$ cat config.mk
export PLATFORM = sky130hd
export DESIGN_NAME = vga_layer_arbiter
export DESIGN_NICKNAME = d
export VERILOG_FILES = /design/src/rtl/vga_layer_arbiter_pkg.sv /design/src/rtl/vga_layer_arbiter_layer_hit_test.sv /design/src/rtl/vga_layer_arbiter.sv
export SDC_FILE = /design/constraint.sdc
export NUM_CORES = 1
export LEC_CHECK = 0
export ABC_AREA = 1
export CELL_PAD_IN_SITES_DETAIL_PLACEMENT = 1
export CELL_PAD_IN_SITES_GLOBAL_PLACEMENT = 1
export CORE_MARGIN = 1.5
export CORE_UTILIZATION = 42
export DETAILED_ROUTE_END_ITERATION = 16
export PLACE_DENSITY_LB_ADDON = 0.25
export SYNTH_ARGS = -nofsm -noshare
export SYNTH_HDL_FRONTEND = slang
export SYNTH_SLANG_ARGS = --single-unit
$ cat constraint.sdc
create_clock -name clk -period 3.9 [get_ports clk]
set_input_delay 0.78 -clock clk [delete_from_list [all_inputs] [get_ports clk]]
set_output_delay 0.78 -clock clk [all_outputs]
set_load 0.02 [all_outputs]
$ cat src/rtl/vga_layer_arbiter_pkg.sv
// Shared constants and types for the sprite-layer arbiter: display geometry,
// sprite size, colour keys and the commit state encoding.
package vga_layer_arbiter_pkg;

  localparam int N_LAYER    = 4;
  localparam int SPR_W      = 32;
  localparam int SPR_H      = 32;
  localparam int COLOR_W    = 12;
  localparam int H_DISP_LEN = 10;
  localparam int V_DISP_LEN = 9;

  localparam int LAYER_W = $clog2(N_LAYER);
  localparam int SPR_XB  = $clog2(SPR_W);
  localparam int SPR_YB  = $clog2(SPR_H);
  localparam int ADDR_W  = $clog2(N_LAYER * SPR_W * SPR_H);

  localparam logic [COLOR_W-1:0] TRANSP_KEY = 12'hF0F;
  localparam logic [COLOR_W-1:0] BG_COLOR   = 12'h000;

  typedef enum logic {
    C_IDLE    = 1'b0,
    C_PENDING = 1'b1
  } commit_state_t;

  typedef struct packed {
    logic                  vis;
    logic [H_DISP_LEN-1:0] x;
    logic [V_DISP_LEN-1:0] y;
  } layer_pos_t;

endpackage

$ cat src/rtl/vga_layer_arbiter_layer_hit_test.sv
// Coverage test for one sprite layer: does the look-ahead pixel fall inside
// the sprite box, and where inside it.
module vga_layer_arbiter_layer_hit_test
  import vga_layer_arbiter_pkg::*;
(
  input  logic [H_DISP_LEN-1:0] req_x,
  input  logic [V_DISP_LEN-1:0] req_y,
  input  layer_pos_t            pos,
  output logic                  hit,
  output logic [SPR_XB-1:0]     dx,
  output logic [SPR_YB-1:0]     dy
);

  logic [H_DISP_LEN:0] dx_full;
  logic [V_DISP_LEN:0] dy_full;

  // The extra MSB is the borrow: set when the pixel lies left of / above the sprite.
  assign dx_full = {1'b0, req_x} - {1'b0, pos.x};
  assign dy_full = {1'b0, req_y} - {1'b0, pos.y};

  assign hit = pos.vis
             && !dx_full[H_DISP_LEN] && (dx_full[H_DISP_LEN-1:0] < H_DISP_LEN'(SPR_W))
             && !dy_full[V_DISP_LEN] && (dy_full[V_DISP_LEN-1:0] < V_DISP_LEN'(SPR_H));

  assign dx = dx_full[SPR_XB-1:0];
  assign dy = dy_full[SPR_YB-1:0];

endmodule

$ cat src/rtl/vga_layer_arbiter.sv
// Shares one sprite ROM port between N_LAYER layers: picks the top covering layer
// for the look-ahead pixel, reads its texel and lands it on the scanned pixel 2 cycles later.
module vga_layer_arbiter
  import vga_layer_arbiter_pkg::*;
(
  input  logic                  clk,
  input  logic                  rst,
  input  logic                  en_i,
  input  logic                  disp_i,
  input  logic                  frame_start_i,
  input  logic [H_DISP_LEN-1:0] req_x_i,
  input  logic [V_DISP_LEN-1:0] req_y_i,
  input  logic                  upd_valid_i,
  output logic                  upd_ready_o,
  input  logic [LAYER_W-1:0]    upd_layer_i,
  input  logic                  upd_vis_i,
  input  logic [H_DISP_LEN-1:0] upd_x_i,
  input  logic [V_DISP_LEN-1:0] upd_y_i,
  input  logic                  commit_req_i,
  output logic                  commit_ack_o,
  output logic [ADDR_W-1:0]     rom_addr_o,
  input  logic [COLOR_W-1:0]    rom_data_i,
  output logic [COLOR_W-1:0]    rgb_o,
  output logic [LAYER_W:0]      hit_layer_o,
  output commit_state_t         commit_state
);

  layer_pos_t    shadow [N_LAYER];
  layer_pos_t    active [N_LAYER];
  commit_state_t state;

  // Shadow handshake: a write transfers on any clock where upd_valid_i and
  // upd_ready_o are both high; ready is low only while a commit is pending.
  assign upd_ready_o  = (state == C_IDLE);
  assign commit_state = state;

  always_ff @(posedge clk) begin
    if (rst) begin
      for (int i = 0; i < N_LAYER; i++) shadow[i] <= '0;
    end else begin
      for (int i = 0; i < N_LAYER; i++) begin
        if (upd_valid_i && upd_ready_o && upd_layer_i == LAYER_W'(i))
          shadow[i] <= '{vis: upd_vis_i, x: upd_x_i, y: upd_y_i};
      end
    end
  end

  // Active positions only change on the frame boundary so a frame never tears.
  always_ff @(posedge clk) begin
    if (rst) begin
      state        <= C_IDLE;
      commit_ack_o <= 1'b0;
      for (int i = 0; i < N_LAYER; i++) active[i] <= '0;
    end else begin
      commit_ack_o <= 1'b0;
      case (state)
        C_IDLE: begin
          if (commit_req_i) state <= C_PENDING;
        end
        C_PENDING: begin
          if (frame_start_i) begin
            active       <= shadow;
            commit_ack_o <= 1'b1;
            state        <= C_IDLE;
          end
        end
        default: state <= C_IDLE;
      endcase
    end
  end

  logic [N_LAYER-1:0] hit;
  logic [SPR_XB-1:0]  dx [N_LAYER];
  logic [SPR_YB-1:0]  dy [N_LAYER];

  for (genvar g = 0; g < N_LAYER; g++) begin : g_hit
    vga_layer_arbiter_layer_hit_test u_hit (
      .req_x (req_x_i),
      .req_y (req_y_i),
      .pos   (active[g]),
      .hit   (hit[g]),
      .dx    (dx[g]),
      .dy    (dy[g])
    );
  end

  logic               any_hit;
  logic [LAYER_W-1:0] win;
  logic [SPR_XB-1:0]  win_dx;
  logic [SPR_YB-1:0]  win_dy;

  always_comb begin
    any_hit = 1'b0;
    win     = '0;
    win_dx  = '0;
    win_dy  = '0;
    for (int i = N_LAYER - 1; i >= 0; i--) begin
      if (hit[i]) begin
        any_hit = 1'b1;
        win     = LAYER_W'(i);
        win_dx  = dx[i];
        win_dy  = dy[i];
      end
    end
  end

  logic               hit1, hit2;
  logic [LAYER_W-1:0] win1, win2;

  always_ff @(posedge clk) begin
    if (rst) begin
      rom_addr_o <= '0;
      hit1       <= 1'b0;
      win1       <= '0;
      hit2       <= 1'b0;
      win2       <= '0;
    end else begin
      hit1 <= en_i && any_hit;
      win1 <= (en_i && any_hit) ? win : '0;
      // Address holds on a miss; the texel is ignored then anyway.
      if (en_i && any_hit) rom_addr_o <= {win, win_dy, win_dx};
      hit2 <= en_i && hit1;
      win2 <= en_i ? win1 : '0;
    end
  end

  // A transparent texel falls through to background, not to lower layers.
  always_comb begin
    rgb_o = '0;
    if (en_i && disp_i)
      rgb_o = (hit2 && rom_data_i != TRANSP_KEY) ? rom_data_i : BG_COLOR;
  end

  assign hit_layer_o = disp_i ? {hit2, win2} : '0;

endmodule

; Yosys cells after proc, flatten, opt, wreduce, memory -nomap -nowiden
; Index checks and enable logic that the tools add are counted.
[totals]
output_inout_bits = 30
input_bits = 60
register_bits = 180
elab_cells = 115
[classes]
n_reduce_logical = 38
n_addsub = 8
n_mux = 23
n_bitwise = 3
order_cmp = 8
eq_ne = 4
[op_table]
columns = operator, count
row1 = $sub A10 B10 Y11, 4
row2 = $lt A10 B6 Y1 const B, 4
row3 = $mux W5, 8
row4 = $sub A9 B9 Y10, 4
row5 = $lt A9 B6 Y1 const B, 4
row6 = $logic_and A1 B1 Y1, 25
row7 = $mux W12, 2
row8 = $ne A12 B12 Y1 const B, 1
row9 = $logic_not A1 Y1, 8
row10 = $mux W2, 4
row11 = $mux W1, 7
row12 = $reduce_or A2 Y1, 3
row13 = $eq A2 B2 Y1 const B, 2
row14 = $mux W3, 1
row15 = $not A1 Y1, 3
row16 = $eq A2 B1 Y1 const B, 1
row17 = $logic_not A2 Y1, 1
row18 = $pmux W1 S2, 1
row19 = $reduce_and A2 Y1, 1

; Longest topological paths before layout
[depth]
ltp_word = 13
mapped_depth = 24
mapped_depth_nobuf = 23

; By module
; From an unflattened synthesis, not the netlist that was laid out.
[hier_totals]
hier_cells = 1737
area_unflattened_um2 = 11207.0
[by_module_without_submodules]
columns = mod, area_each_um2, cells_per_inst, instances, seq_area_each_um2
row1 = vga_layer_arbiter, 6688.9, 868, 1, 3603.5
row2 = vga_layer_arbiter_layer_hit_test (g_hit[1].u_hit ...), 1124.8, 216, 3, 0.0
row3 = vga_layer_arbiter_layer_hit_test (g_hit[0].u_hit), 1143.6, 221, 1, 0.0

; Least setup slack after synthesis
; No wires, ideal clock.
[synth_path]
kind = input to register
startpoint = input req_x_i[0]
endpoint = register rom_addr_o[0]
t_required_ps = 3791
t_arrival_ps = 2967
path_buffers = 1
path_slack_ps = 824
path_stages = 20
setup_ps = 109
path_cell_list = inv_1 ha_1 inv_1 fa_1 nand3_1 nand3_1 nand3_1 nand2_1 nand2_1 nand2_1 a21oi_1 nor2_4 and2b_4 nor2_1 nand2_2 nand2_2 buf_6 a21oi_2 nand2_1 inv_1
[synth_via]
elab_chain_len = 11
[synth_lines]
columns = item, line_no
row1 = start: declaration, vga_layer_arbiter.sv:11  ; input logic [H_DISP_LEN-1:0] req_x_i,
row2 = branches (longest 11 deep; another with $sub A10 B10 Y11), --
row3 = end signal: assignment, vga_layer_arbiter.sv:121  ; if (en_i && any_hit) rom_addr_o <= {win, win_dy, win_dx};
row4 = end: declaration, vga_layer_arbiter.sv:21  ; output logic [ADDR_W-1:0] rom_addr_o,
; Several ways; the timed one is not identified.
; A chain may end at the register's enable or synchronous reset.

; Worst setup path after layout
[layout_path]
startpoint = input rom_data_i[4]
endpoint = output rgb_o[9]
[layout_via]
elab_chain_len = 4
[layout_lines]
columns = item, line_no
row1 = start: declaration, vga_layer_arbiter.sv:22  ; input logic [COLOR_W-1:0] rom_data_i,
row2 = $ne A12 B12 Y1, vga_layer_arbiter.sv:131  ; rgb_o = (hit2 && rom_data_i != TRANSP_KEY) ? rom_data_i : BG_COLOR;
row3 = $logic_and A1 B1 Y1, vga_layer_arbiter.sv:131
row4 = $mux W12, vga_layer_arbiter.sv:131
row5 = $mux W12, vga_layer_arbiter.sv:130  ; if (en_i && disp_i)
row6 = end: declaration, vga_layer_arbiter.sv:23  ; output logic [COLOR_W-1:0] rgb_o,
; Every way passes these cells.

==> impl_metrics.json <==
{
  "io_buffers": 89,
  "synthesis.area_um2": 10800,
  "path_clk_slew_ns": 0.08,
  "relSlewSlack_pct": 37.9,
  "htreeDepth": 4,
  "grt_first_pass_wirelength_um": 59300,
  "rsz0062_at_grt": "false",
  "synth-seq-cells": 180,
  "final-hold-violation-count": 0,
  "path_cells": "clkdlybuf4s50_1 > nor4_1 > nand3_1 > o41ai_1 > buf_4 > nor3b_1 > clkdlybuf4s50_1",
  "die_h_um": 163,
  "gp_congestion": 0.940,
  "grt_pass1_vias": 10700,
  "synth_edf_count": 0,
  "die_area_um2": 26600,
  "fin_setup_tns_ns": 0,
  "io_pins": 90,
  "path_class": "in -> out",
  "final_nets": 1830,
  "cts_root_buffer": "clkbuf_16",
  "cp-end-kind": "output port",
  "slew_violations": 0,
  "overflow": 0,
  "power_density_nw_per_um2": 346,
  "mostFrequentLayoutCells": "nand2_1 (329), inv_1 (272), dfxtp_1 (180)",
  "start_util_pct": 42.8,
  "hold_path.class": "reg -> reg",
  "syn_inst": 1581,
  "post_cts_buffers": 0,
  "synth.area.top_cells": "dfxtp_1 (33%), nand2_1 (11%), inv_1 (9.5%)",
  "fmax_ghz": 0.281,
  "slowest_delay_ns": 0.55,
  "synthArstFlopShare_pct": 0,
  "dpl.hpwl_um": 29900,
  "setup-violations-final": 0,
  "maxCapViolCount": 0,
  "syn_to_final_growth_pct": 19.1,
  "drive_above_1_share_pct": 7.66,
  "grt_max_degree": 101,
  "die_x_um": 163,
  "grt_usage_pct": 29.4,
  "path_common_cell": "clkdlybuf4s50_1",
  "drtIter0Drc": 567,
  "ys_dominant_reg_cell": "dfxtp_1",
  "vdd_drop_max_mv": 0.252,
  "routedWlPerCell_um": 19.1,
  "clk_path_buf_depth": 2,
  "yosys.area.top_type_share_pct": 33.4,
  "drt_pre_antenna_iters": 4,
  "post-route-period-util_pct": 91.2,
  "vias": 10800,
  "period_minus_slack_ns": 3.56,
  "outcome": "completed",
  "tightestPinTransition_ns": 0.925,
  "crit_slowest_cell": "clkdlybuf4s50_1",
  "crit_required_ns": 3.12,
  "yosys_warnings": 0,
  "clock-skew-final_ns": 0.0130,
  "cp_data_arrival_time_ns": 2.78,
  "core_area_um2": 25200,
  "cts_tree": "done",
  "cts_buffers": 17,
  "rows": 58,
  "layout_commonest_cell": "nand2_1",
  "seq_area_frac_synth_pct": 33.4,
  "utilization_pct": 50.9,
  "startpoint_type": "primary input",
  "synth.distinct_cells": 44,
  "crit_fanout": 12,
  "cellLeakagePower_nw": 5.72,
  "viasPerCell": 5.31,
  "clkSinkCount": 180,
  "clk-insertion-delay-late_ns": 0.46,
  "antenna_found_initial": 0,
  "hold_buffers": 0,
  "wirelength_um": 38700,
  "synth_top_cell_by_area": "dfxtp_1",
  "ctsResizeCount": 0,
  "insertedDiodeCount": 0,
  "route.detailed.drc": 0,
  "ant_nets": 0,
  "synth_nets": 1725,
  "avgSynthCellArea_um2": 6.81
}
==> sequential cells by signal, indices dropped and copies added, names as in the netlist <==
register,flops
win2,2
active,80
hit2,1
rom_addr_o,12
commit_ack_o,1
commit_state,1
hit1,1
win1,2
shadow,80
==> layout make-up <==
| type | count | area [um^2] |
|---|---|---|
| Sequential cell | 180 | 3600 |
| Inverter | 281 | 1050 |
| Multi-Input combinational cell | 1074 | 5940 |
| Tap cell | 330 | 413 |
| Clock buffer | 17 | 425 |
| Clock inverter | 14 | 153 |
| Fill cell | 3253 | 12400 |
| Timing Repair Buffer | 132 | 1240 |
==> Yosys cell counts, drive strengths merged, types with 4 or more instances <==
master	count
nand2	341
inv	280
dfxtp	180
nor2	144
o21ai	132
nand3	109
a21oi	92
ha	76
nand4	43
o22ai	38
clkbuf	35
xor2	22
or2	15
nor3	12
buf	11
nor3b	10
xnor2	10
fa	8
o21bai	5
a21o	4
==> routing by layer <==
metal / GRT usage [%] / up-vias / routed length [um] / part of all wire [%]
li1: - / 5287 / - / -
met1: 37.9 / 5171 / 17700 / 46
met2: 49.5 / 247 / 18000 / 46
met3: 4.49 / 63 / 1870 / 4.8
met4: 10.9 / 0 / 1180 / 3.0
met5: 0 / - / 0 / 0
==> per-stage QoR <==
stage          setup WS (ns)  hold WS (ns)  total power [mW]  area, um^2  instances
2_1_floorplan          0.824         0.394              2.41       10800       1581
3_3_place_gp          0.0993         0.397              2.70       12200       1997
3_5_place_dp          0.0477         0.402              2.72       12200       1997
4_1_cts                0.333         0.413              4.45       12800       2028
5_1_grt                0.177         0.432              4.61       12800       2028
6_report               0.344         0.410              4.44       12800       2028
==> worst max-delay path: cells and delay by family <==
kind | cells | cell delay [ns]
buf+inv | 3 | 1.21
simple gates | 3 | 0.51
compound gates | 1 | 0.26
==> cells by family (layout without fill, tap and decap cells) <==
group / count (synthesis) / in the layout / synth area share [%]
simple gates: 683 / 683 / 28.3
buf+inv: 327 / 444 / 11.5
compound gates: 275 / 275 / 13.8
flops: 180 / 180 / 33.4
fa+ha+maj: 84 / 84 / 10.3
xor+xnor: 32 / 32 / 2.67
==> report_power, final <==
group / total [mW] / internal, mW / switching [mW] / leakage [nW]
registers: 1.91 / 1.89 / 0.0212 / 1.46
clock network: 1.75 / 0.857 / 0.894 / 0.285
logic: 0.782 / 0.275 / 0.507 / 3.98
==> path summary, 6_finish.rpt <==
| check | cells past startpoint | slack (ns) | end | startpoint |
|---|---|---|---|---|
| max | 7 | 0.34 | rgb_o[9] | rom_data_i[4] |
| min reg2reg | 2 | 0.41 | win2[1] | win1[1] |
| max reg2reg | 22 | 0.97 | rom_addr_o[5] | active[29] |
| min | 2 | 0.41 | win2[1] | win1[1] |
(Power assumes the default switching activity.)
